<file path="src/rtl/frame_rd_stream_pkg.sv">
// Shared types and active-level constants for the frame read streamer.
// Imported by the top-level streamer and available to its sub-modules.
package frame_rd_stream_pkg;

  typedef enum logic [1:0] {
    ST_IDLE  = 2'd0,
    ST_FETCH = 2'd1,
    ST_DRAIN = 2'd2
  } state_e;

  localparam logic ASSERT_L   = 1'b0;
  localparam logic DEASSERT_L = 1'b1;
  localparam logic ASSERT_H   = 1'b1;
  localparam logic DEASSERT_H = 1'b0;

endpackage

</file>
<file path="src/rtl/frame_rd_stream_if.sv">
// Frame-buffer read port plus the outgoing word stream, bundled as one interface.
// The master modport is the streamer's view; slave is the buffer/sink side.
interface frame_rd_stream_if #(
  parameter int DATA_WIDTH = 32
);
  logic                  rd_en_l;
  logic [DATA_WIDTH-1:0] buf_data;
  logic                  buf_valid;
  logic [DATA_WIDTH-1:0] out_data;
  logic                  out_valid;
  logic                  out_ready;
  logic                  out_sof;
  logic                  out_eol;

  modport master (
    output rd_en_l,
    input  buf_data, buf_valid,
    output out_data, out_valid, out_sof, out_eol,
    input  out_ready
  );

  modport slave (
    input  rd_en_l,
    output buf_data, buf_valid,
    input  out_data, out_valid, out_sof, out_eol,
    output out_ready
  );
endinterface

</file>
<file path="src/rtl/frame_rd_stream_sync_fifo.sv">
// Single-clock FIFO with a combinational head read, so the oldest entry is
// visible on pop_data in the same cycle it becomes valid.
module sync_fifo #(
  parameter int WIDTH = 34,
  parameter int DEPTH = 4
) (
  input  logic                     clk,
  input  logic                     reset,
  input  logic                     push,
  input  logic [WIDTH-1:0]         push_data,
  input  logic                     pop,
  output logic [WIDTH-1:0]         pop_data,
  output logic                     full,
  output logic                     empty,
  output logic [$clog2(DEPTH):0]   count
);
  localparam int AW = $clog2(DEPTH);
  localparam logic [AW-1:0] PTR_ONE = AW'(1);
  localparam logic [AW:0]   CNT_ONE = (AW+1)'(1);
  localparam logic [AW:0]   CNT_MAX = (AW+1)'(DEPTH);

  logic [WIDTH-1:0] mem_q [DEPTH];
  logic [AW-1:0]    wr_ptr_q, rd_ptr_q;
  logic [AW:0]      count_q;
  logic             do_push, do_pop;

  assign empty   = (count_q == '0);
  assign full    = (count_q == CNT_MAX);
  assign count   = count_q;
  assign do_pop  = pop && !empty;
  // A push into a full FIFO is still legal when the head leaves in the same cycle.
  assign do_push = push && (!full || do_pop);
  assign pop_data = mem_q[rd_ptr_q];

  always_ff @(posedge clk) begin
    if (reset) begin
      wr_ptr_q <= '0;
      rd_ptr_q <= '0;
      count_q  <= '0;
    end else begin
      if (do_push) wr_ptr_q <= wr_ptr_q + PTR_ONE;
      if (do_pop)  rd_ptr_q <= rd_ptr_q + PTR_ONE;
      case ({do_push, do_pop})
        2'b10:   count_q <= count_q + CNT_ONE;
        2'b01:   count_q <= count_q - CNT_ONE;
        default: count_q <= count_q;
      endcase
    end
  end

  always_ff @(posedge clk) begin
    if (do_push) mem_q[wr_ptr_q] <= push_data;
  end

endmodule

</file>
<file path="src/rtl/frame_rd_stream.sv">
// Streams one full frame out of a frame buffer: issues flow-controlled reads,
// prefetches returned words into a FIFO and presents them with sof/eol tags.
module frame_rd_stream
  import frame_rd_stream_pkg::*;
#(
  parameter int DATA_WIDTH = 32,
  parameter int ADDR_WIDTH = 3,
  parameter int LINE_WORDS = 4,
  parameter int FIFO_DEPTH = 4
) (
  input  logic               clk,
  input  logic               reset,
  input  logic               start,
  frame_rd_stream_if.master  bus,
  output logic               busy,
  output logic               ovf
);
  localparam int FRAME_WORDS = 1 << ADDR_WIDTH;
  localparam int CW          = $clog2(FIFO_DEPTH) + 1;
  localparam int FW          = DATA_WIDTH + 2;

  localparam logic [ADDR_WIDTH:0] CNT_ONE    = (ADDR_WIDTH+1)'(1);
  localparam logic [ADDR_WIDTH:0] FRAME_CNT  = (ADDR_WIDTH+1)'(FRAME_WORDS);
  localparam logic [ADDR_WIDTH:0] FRAME_LAST = (ADDR_WIDTH+1)'(FRAME_WORDS - 1);
  localparam logic [ADDR_WIDTH:0] LW_CNT     = (ADDR_WIDTH+1)'(LINE_WORDS);
  localparam logic [ADDR_WIDTH:0] LW_LAST    = (ADDR_WIDTH+1)'(LINE_WORDS - 1);
  localparam logic [CW:0]         OCC_LIMIT  = (CW+1)'(FIFO_DEPTH);

  if ((FRAME_WORDS % LINE_WORDS) != 0) begin : g_bad_line_words
    $error("frame_rd_stream: FRAME_WORDS must be a multiple of LINE_WORDS");
  end
  if ((FIFO_DEPTH < 2) || ((FIFO_DEPTH & (FIFO_DEPTH - 1)) != 0)) begin : g_bad_fifo_depth
    $error("frame_rd_stream: FIFO_DEPTH must be a power of two >= 2");
  end

  state_e               state_q, state_d;
  logic [ADDR_WIDTH:0]  issue_cnt_q, issue_cnt_d;
  logic [ADDR_WIDTH:0]  out_cnt_q, out_cnt_d;
  logic                 inflight_q;
  logic [1:0]           tag_q, tag_d;
  logic                 discard_q;
  logic                 ovf_q, ovf_d;

  logic                 issue, push_try, push, pop, drop;
  logic [CW:0]          occupancy;
  logic [FW-1:0]        head;
  logic                 fifo_full, fifo_empty;
  logic [CW-1:0]        fifo_count;

  // Words already buffered plus the one read whose data lands this cycle.
  assign occupancy = {1'b0, fifo_count} + (CW+1)'(inflight_q);
  assign issue     = (state_q == ST_FETCH) && (occupancy < OCC_LIMIT);
  assign pop       = !fifo_empty && bus.out_ready;
  assign push_try  = bus.buf_valid && !discard_q;
  assign drop      = push_try && fifo_full && !pop;
  assign push      = push_try && !drop;

  assign bus.rd_en_l   = issue ? ASSERT_L : DEASSERT_L;
  assign bus.out_valid = !fifo_empty;
  assign bus.out_data  = head[DATA_WIDTH-1:0];
  assign bus.out_sof   = !fifo_empty && head[DATA_WIDTH+1];
  assign bus.out_eol   = !fifo_empty && head[DATA_WIDTH];
  assign busy          = (state_q != ST_IDLE) ? ASSERT_H : DEASSERT_H;
  assign ovf           = ovf_q;

  always_comb begin
    state_d     = state_q;
    issue_cnt_d = issue_cnt_q;
    out_cnt_d   = out_cnt_q;
    ovf_d       = ovf_q || drop;
    tag_d       = {(issue_cnt_q == '0), ((issue_cnt_q % LW_CNT) == LW_LAST)};

    if (pop) out_cnt_d = out_cnt_q + CNT_ONE;

    case (state_q)
      ST_IDLE: begin
        if (start) begin
          state_d     = ST_FETCH;
          issue_cnt_d = '0;
          out_cnt_d   = '0;
        end
      end
      ST_FETCH: begin
        if (issue) begin
          issue_cnt_d = issue_cnt_q + CNT_ONE;
          if (issue_cnt_d == FRAME_CNT) state_d = ST_DRAIN;
        end
      end
      ST_DRAIN: begin
        if (pop && (out_cnt_q == FRAME_LAST)) state_d = ST_IDLE;
      end
      default: state_d = ST_IDLE;
    endcase
  end

  always_ff @(posedge clk) begin
    if (reset) begin
      state_q     <= ST_IDLE;
      issue_cnt_q <= '0;
      out_cnt_q   <= '0;
      inflight_q  <= 1'b0;
      tag_q       <= 2'b00;
      discard_q   <= 1'b1;
      ovf_q       <= 1'b0;
    end else begin
      state_q     <= state_d;
      issue_cnt_q <= issue_cnt_d;
      out_cnt_q   <= out_cnt_d;
      inflight_q  <= issue;
      tag_q       <= tag_d;
      discard_q   <= 1'b0;
      ovf_q       <= ovf_d;
    end
  end

  sync_fifo #(
    .WIDTH (FW),
    .DEPTH (FIFO_DEPTH)
  ) u_fifo (
    .clk       (clk),
    .reset     (reset),
    .push      (push),
    .push_data ({tag_q, bus.buf_data}),
    .pop       (pop),
    .pop_data  (head),
    .full      (fifo_full),
    .empty     (fifo_empty),
    .count     (fifo_count)
  );

endmodule

</file>
<file path="src/flat_wrapper.sv">
// flat-port wrapper written by rule: the top's interface ports become plain ports
module frame_rd_stream_flat import frame_rd_stream_pkg::*;
#(
  parameter int DATA_WIDTH = 32,
  parameter int ADDR_WIDTH = 3,
  parameter int LINE_WORDS = 4,
  parameter int FIFO_DEPTH = 4
)
  (clk, reset, start, busy, ovf, bus_rd_en_l, bus_buf_data, bus_buf_valid, bus_out_data, bus_out_valid, bus_out_sof, bus_out_eol, bus_out_ready);
  frame_rd_stream_if #(.DATA_WIDTH(DATA_WIDTH)) bus_i ();
  input  logic clk;
  input  logic reset;
  input  logic start;
  output logic busy;
  output logic ovf;
  output wire logic [$bits(bus_i.rd_en_l)-1:0] bus_rd_en_l;
  input wire logic [$bits(bus_i.buf_data)-1:0] bus_buf_data;
  input wire logic [$bits(bus_i.buf_valid)-1:0] bus_buf_valid;
  output wire logic [$bits(bus_i.out_data)-1:0] bus_out_data;
  output wire logic [$bits(bus_i.out_valid)-1:0] bus_out_valid;
  output wire logic [$bits(bus_i.out_sof)-1:0] bus_out_sof;
  output wire logic [$bits(bus_i.out_eol)-1:0] bus_out_eol;
  input wire logic [$bits(bus_i.out_ready)-1:0] bus_out_ready;
  assign bus_rd_en_l = bus_i.rd_en_l;
  assign bus_i.buf_data = bus_buf_data;
  assign bus_i.buf_valid = bus_buf_valid;
  assign bus_out_data = bus_i.out_data;
  assign bus_out_valid = bus_i.out_valid;
  assign bus_out_sof = bus_i.out_sof;
  assign bus_out_eol = bus_i.out_eol;
  assign bus_i.out_ready = bus_out_ready;
  frame_rd_stream #(.DATA_WIDTH(DATA_WIDTH), .ADDR_WIDTH(ADDR_WIDTH), .LINE_WORDS(LINE_WORDS), .FIFO_DEPTH(FIFO_DEPTH)) u_core (.clk(clk), .reset(reset), .start(start), .bus(bus_i), .busy(busy), .ovf(ovf));
endmodule
</file>
<file path="config.mk">
export PLATFORM = sky130hd
export DESIGN_NAME = frame_rd_stream_flat
export DESIGN_NICKNAME = d
export VERILOG_FILES = /design/src/rtl/frame_rd_stream_pkg.sv /design/src/rtl/frame_rd_stream_if.sv /design/src/rtl/frame_rd_stream_sync_fifo.sv /design/src/rtl/frame_rd_stream.sv /design/src/flat_wrapper.sv
export SDC_FILE = /design/constraint.sdc
export NUM_CORES = 1
export LEC_CHECK = 0
export CAP_MARGIN = 10
export CORE_MARGIN = 2
export CORE_UTILIZATION = 55
export CTS_BUF_LIST = sky130_fd_sc_hd__clkbuf_4 sky130_fd_sc_hd__clkbuf_8
export DETAILED_ROUTE_END_ITERATION = 6
export PLACE_DENSITY_LB_ADDON = 0.25
export RECOVER_POWER = 100
export SLEW_MARGIN = 40
export SYNTH_ARGS = -nofsm -noshare
export SYNTH_HDL_FRONTEND = slang
export SYNTH_HIERARCHICAL = 1
export SYNTH_SLANG_ARGS = --single-unit
</file>
<file path="constraint.sdc">
create_clock -name clk -period 4.5 [get_ports clk]
set_input_delay 1.125 -clock clk [delete_from_list [all_inputs] [get_ports clk]]
set_output_delay 1.125 -clock clk [all_outputs]
set_load 0.01 [all_outputs]
</file>
Yosys cells after proc, flatten, opt, wreduce, memory -nomap -nowiden
Memory sizes are Yosys's and may differ from the RTL's. A register that Yosys moved wholly into a read port is not among the register bits. Index checks and enable logic that the tools add are counted.

Register bits: 22. RAM bits: 136. Input port bits: 37. Output and inout port bits: 38. Word-level logic and storage cells: 76. Memories: 1.

Add/subtract/negate cells: 7. Magnitude comparators: 1. Eq/ne operators: 12. Muxes and demuxes: 19. Reductions and logical operators: 26.

Memory list: u_core.u_fifo.mem_q (depth 4, width 34, rd ports 1, clocked after memory_dff 1, wr ports 1, RTL line frame_rd_stream_sync_fifo.sv:22) `logic [WIDTH-1:0] mem_q [DEPTH];`.

Operators with widths (number): 4-bit 2-to-1 mux (5); 2-bit 2-to-1 mux (6); 1-bit logical AND (11); 4-bit by 1-bit adder with 4-bit output, second input constant (2); 4-bit one-hot mux with 2 select lines (1); 2-bit equality test, second input constant (3); 2-bit one-hot mux with 3 select lines (1); 3-bit one-hot mux with 2 select lines (1); 2-bit nonzero test (3); 1-bit logical NOT (5); 1-bit 2-to-1 mux (5); 2-bit by 1-bit adder with 2-bit output, second input constant (2); 3-bit by 1-bit adder with 4-bit output (1); 2-bit by 1-bit equality test with 1-bit output, second input constant (2); 4-bit by 3-bit equality test with 1-bit output, second input constant (1); 4-bit equality test, second input constant (1); 4-bit logical NOT (1); 4-bit by 3-bit less-than comparator with 1-bit output, second input constant (1); 2-bit by 1-bit != test with 1-bit output, second input constant (2); 2-bit != test, second input constant (2); 4-bit AND reduction (1); 3-bit by 1-bit adder with 3-bit output, second input constant (1); 3-bit equality test, second input constant (1); 3-bit logical NOT (1); 4 further kinds (5).

Depth between registers and ports, before layout
Depth in word-level cells: 10. Depth in mapped cells: 13. Gate-level depth less buffers: 12.

By module
Netlist, hierarchy kept.

By module, submodules not included: sync_fifo (instances 1, cells each 242, area an instance 5437.7 um2, sequential area each 4264.1 um2); frame_rd_stream (instances 1, cells each 84, area an instance 757.0 um2, sequential area each 300.3 um2).

Worst setup path after synthesis
OpenSTA, ideal clock, no wires.

Path kind: in2reg. Start point: input bus_out_ready. End point: register u_core.u_fifo.count_q[2], in the netlist u_core/u_fifo/count[2]. Setup time: 0.128 ns. Arrival time: 2.598 ns. Path slack: 1.774 ns. Stages on the path: 11. Buffers on the path: 1. Cell sequence: nand2b_1 nand2_1 and3_1 buf_2 nor2b_1 nand2_1 fa_1 nor2b_1 nand2b_1 nand3_1 a31oi_1.

Cells in the longest elaborated chain, start to end: 8. Elaborated cells on any way between the ends: 12.

Ends and longest elaborated chain: start, declared (RTL line flat_wrapper.sv:23) `input wire logic [$bits(bus_i.out_ready)-1:0] bus_out_ready;`; 1-bit logical AND (*) (RTL line frame_rd_stream.sv:53) `assign pop = !fifo_empty && bus.out_ready;`; 1-bit logical NOT (*) (RTL line frame_rd_stream.sv:55) `assign drop = push_try && fifo_full && !pop;`; 1-bit logical AND (*) (RTL line frame_rd_stream.sv:55); 1-bit logical NOT (*) (RTL line frame_rd_stream.sv:56) `assign push = push_try && !drop;`; 1-bit logical AND (*) (RTL line frame_rd_stream.sv:56); net u_core.push (RTL line frame_rd_stream.sv:44) `logic issue, push_try, push, pop, drop;`; 1-bit logical AND (*) (RTL line frame_rd_stream_sync_fifo.sv:32) `assign do_push = push && (!full || do_pop);`; 2-bit by 1-bit equality test with 1-bit output / 2-bit equality test (equally long branches) (RTL line frame_rd_stream_sync_fifo.sv:43) `case ({do_push, do_pop})`; 3-bit one-hot mux with 2 select lines / 2-bit nonzero test (equally long branches); end signal, assigned (RTL line frame_rd_stream_sync_fifo.sv:44) `2'b10: count_q <= count_q + CNT_ONE;`; end signal, assigned (RTL line frame_rd_stream_sync_fifo.sv:45) `2'b01: count_q <= count_q - CNT_ONE;`; end signal, assigned (RTL line frame_rd_stream_sync_fifo.sv:46) `default: count_q <= count_q;`; end, declared (RTL line frame_rd_stream_sync_fifo.sv:24) `logic [AW:0] count_q;`.

Mark *: on every way through the listed nets, which the timed path passes. The rest lies on a longest branch. A chain may end at the register's enable or synchronous reset.

Worst setup path after layout
Start point: input bus_out_ready. End point: memory u_core.u_fifo.mem_q[2][12], enable pin.

Cells in the longest elaborated chain, start to end: 8. Elaborated cells on any way between the ends: 10.

Ends and longest elaborated chain: 1-bit logical AND (RTL line frame_rd_stream.sv:53); 1-bit logical NOT (RTL line frame_rd_stream.sv:55); 1-bit logical AND (RTL line frame_rd_stream.sv:55); 1-bit logical NOT (RTL line frame_rd_stream.sv:56); 1-bit logical AND (RTL line frame_rd_stream.sv:56); net u_core.push (RTL line frame_rd_stream.sv:44); 1-bit logical AND (RTL line frame_rd_stream_sync_fifo.sv:32); 1-bit 2-to-1 mux (RTL line frame_rd_stream_sync_fifo.sv:52) `if (do_push) mem_q[wr_ptr_q] <= push_data;`; 1-bit 2-to-1 mux (implied by the code) (RTL line frame_rd_stream_sync_fifo.sv:52); end, declared (RTL line frame_rd_stream_sync_fifo.sv:22).

The timed path passes the listed nets, and every way through them passes these cells.

==> implementation parameters <==
Parameter                              Value

Routing
  Remaining design rule violation count    0
  Via-to-Cell Ratio    5.53
  Average wire length per cell after detail routing    18.7 um
  DRT Pass-1 Iters    4
  Routed Antenna Nets    0
  Number of design-rule violations left by the first detailed-router iteration    197
  Total number of vias    3127
  Routed WL    10.6 mm

Placement
  Cell Count Post-Placement    533
  Dpl ws    0.851 ns
  IO buf count    74
  Post-DP HPWL    6.90 mm
  Final GP Congestion    0.765

Logic synthesis
  Post-synth top area cell    sky130_fd_sc_hd__edfxtp_1
  Post-Synthesis Cells    326
  Async S/R FF share, synth    0%
  Flops & latches, synth    160
  Netlist area before placement    6190 um2
  Number of enable flip-flop cells after synthesis    136
  Post-Syn Nets    371
  Most instantiated flip-flop cell in the synthesis netlist    sky130_fd_sc_hd__edfxtp_1
  Average instance area after synthesis    19.0 um2
  Biggest area contributors in the synthesized netlist    sky130_fd_sc_hd__edfxtp_1 (66%), sky130_fd_sc_hd__mux4_2 (12%), sky130_fd_sc_hd__dfxtp_1 (7.8%)
  Count of unique library cells instantiated by Yosys    49
  Area fraction of the dominant cell type after synthesis    65.9%
  YS warnings    6
  Post-synthesis sequential area ratio    73.7%

Floorplan
  Number of rows in the core area    38
  Number of placed I/O pins    75
  Die Height    110 um
  Initial standard-cell utilization of the core    56.6%
  Core Footprint    10900 um2
  Area of the die    12100 um2
  Die span in x    110 um

Worst hold path
  Hold depth    2
  Hold/Removal Path Class    reg2reg
  Hold-critical path endpoint    u_core/out_cnt_q[3]
  Hold Path Origin    u_core/out_cnt_q[3]

Timing
  Final worst-path cycle share    87.4%
  Worst slew margin    16.6%
  Count of final hold-check violations    0
  Fin. max-slew vios    0
  Final setup violation count    0
  Final critical path time including I/O delays and setup    3.94 ns
  Clock tree skew after final layout    0.0112 ns
  Actual slew at the worst max-slew pin    1.25 ns
  Setup repair after global routing missed its margin    false
  Final setup margin    0.565 ns
  Fmax    0.254 GHz
  Hold slack    0.500 ns
  Fin Setup TNS    0 ns

Clock tree
  Clock tree from TritonCTS    done
  Resized Gates After CTS    0
  Clock root buffer    sky130_fd_sc_hd__clkbuf_8
  Latest clock arrival within the worst-skew pair    0.43 ns
  Number of hold-repair buffers added at the cts stage    0
  Number of levels the H-tree was split into    4
  Largest buffer count on any clock path    2
  Postcts setup bufs    0
  Clk slew on worst S/H paths    0.08 ns
  TritonCTS Buffers    17
  Number of clock sinks seen by CTS    160

Critical path
  Endpoint arrival time on the critical path    3.99 ns
  Number of cells traversed by the worst register-to-register path    8
  Classification of the worst setup path    in2reg
  Critical-path maximum fanout    24
  Required time of the worst setup path    4.55 ns
  Startpoint class of the critical path    input port
  FF-to-FF Start    u_core/u_fifo/count[2]
  Reg2Reg Setup Slack    0.84 ns
  Start point of the critical path    bus_out_ready
  Reg-to-reg endpoint    u_core/u_fifo/mem_q[2][12]
  Critical path endpoint category    register

Finish
  Fraction of the core area covered by cells at the end of the flow    68.2%
  Post-synthesis to final-layout area growth    20.5%
  Number of diodes    0
  Share of post-route cells with drive strength above 1    18.6%
  Final Instance Count excl. Fillers    565
  Leading cell type in the layout, fill and taps excluded    sky130_fd_sc_hd__edfxtp_1
  Highest-count cells in the layout ignoring fill and taps    sky130_fd_sc_hd__edfxtp_1 (136), sky130_fd_sc_hd__dlygate4sd3_1 (70), sky130_fd_sc_hd__mux4_2 (34)
  Final #Nets    457

Pwr
  Power per cell area    371 nW/um2
  Leakage power total    2.45 nW
  IR Drop Worst-Case VDD    191 uV

Global route
  Global-route total usage across every layer    18.8%
  Total gr overflow    0
  Maximum number of pins on one net before global-route repair    25
  Number of global-route vias before repair    3226
  Number of antenna violations at the first check in global routing    0
  Wire length of the first global-routing pass    16.4 mm

Status
  Result of the run    finished, final reports clean

Flow run
  Reported max-cap violation count    0
report_power, final:
part	total, mW	internal [mW]	switching, mW
Sequential	1.65	1.64	0.0127
Clock	0.974	0.495	0.479
Combinational	0.144	0.0734	0.0701
Total	2.77	2.21	0.562
through the flow:
stage                     total power, mW  instance area, um2
after floorplan                      1.75                6190
after global placement               1.84                7120
after detailed placement             1.85                7120
after CTS                            2.81                7490
after global routing                 2.87                7460
final                                2.77                7460
layer usage:
| layer | part of all wire, % | GRT usage (%) |
|---|---|---|
| met5 | 0 | 0 |
| met1 | 40 | 22.0 |
| met3 | 4.6 | 5.53 |
| met2 | 54 | 33.3 |
| met4 | 1.3 | 6.07 |
logic make-up after synthesis:
kind of cell | share of synthesized area, %
AND/OR/NAND/NOR | 5.51
AO/OA/AOI/OAI | 3.27
buffers and inverters | 2.12
multiplexers | 12.7
XOR/XNOR | 0.990
adder cells (fa/ha/maj) | 1.74
flip-flops | 73.7
area by class of cell:
type                       count  area (um2)
fill                         730        3470
timing repair buffer          81         812
clock buffer                  19         249
sequential                   160        4570
multi-input combinational    136        1480
inverter                      16        60.1
clock inverter                13         121
tap                          140         175
worst max path at each step:
stage | to | cells past startpoint | slack, ns
floorplan | u_core/u_fifo/count[2] | 11 | 1.77
global placement | u_core/u_fifo/mem_q[3][20] | 7 | 0.91
detailed placement | u_core/u_fifo/mem_q[3][20] | 7 | 0.85
CTS | bus_out_data[27] | 3 | 0.76
global route | u_core/u_fifo/mem_q[3][14] | 7 | 0.38
finish | u_core/u_fifo/mem_q[2][12] | 7 | 0.56
critical path, cell delays in order:
cell,delay (ns)
sky130_fd_sc_hd__dlygate4sd3_1,0.58
sky130_fd_sc_hd__nand2b_1,0.16
sky130_fd_sc_hd__nand2_1,0.10
sky130_fd_sc_hd__and3_1,0.33
sky130_fd_sc_hd__o21a_1,0.29
sky130_fd_sc_hd__and2_0,0.67
sky130_fd_sc_hd__clkbuf_2,0.70
state kept, by name, summed over array words and instances (netlist names), named ones only:
name,cells
u_core/out_cnt_q,4
u_core/u_fifo/rd_ptr_q,2
u_core/ovf,1
u_core/state_q,2
u_core/tag_q,2
u_core/inflight_q,1
u_core/u_fifo/mem_q,136
u_core/u_fifo/wr_ptr_q,2
u_core/discard_q,1
u_core/u_fifo/count,3
u_core/issue_cnt_q,4
synth_stat cells (all sizes together) (2+ instances only):
cell    instances
a211oi          3
a21oi           3
a31oi           2
and2            4
and3            3
buf            11
clkbuf          3
dfxtp          24
edfxtp        136
ha              7
inv            16
mux2i           2
mux4           34
nand2           8
nand2b          4
nand3           3
nand3b          4
nor2           13
nor2b           6
nor4            3
o211ai          2
o21ai           4
or2             2
or3             3
or3b            2
xnor2           4
xor2            3
(Power assumes the default switching activity.)
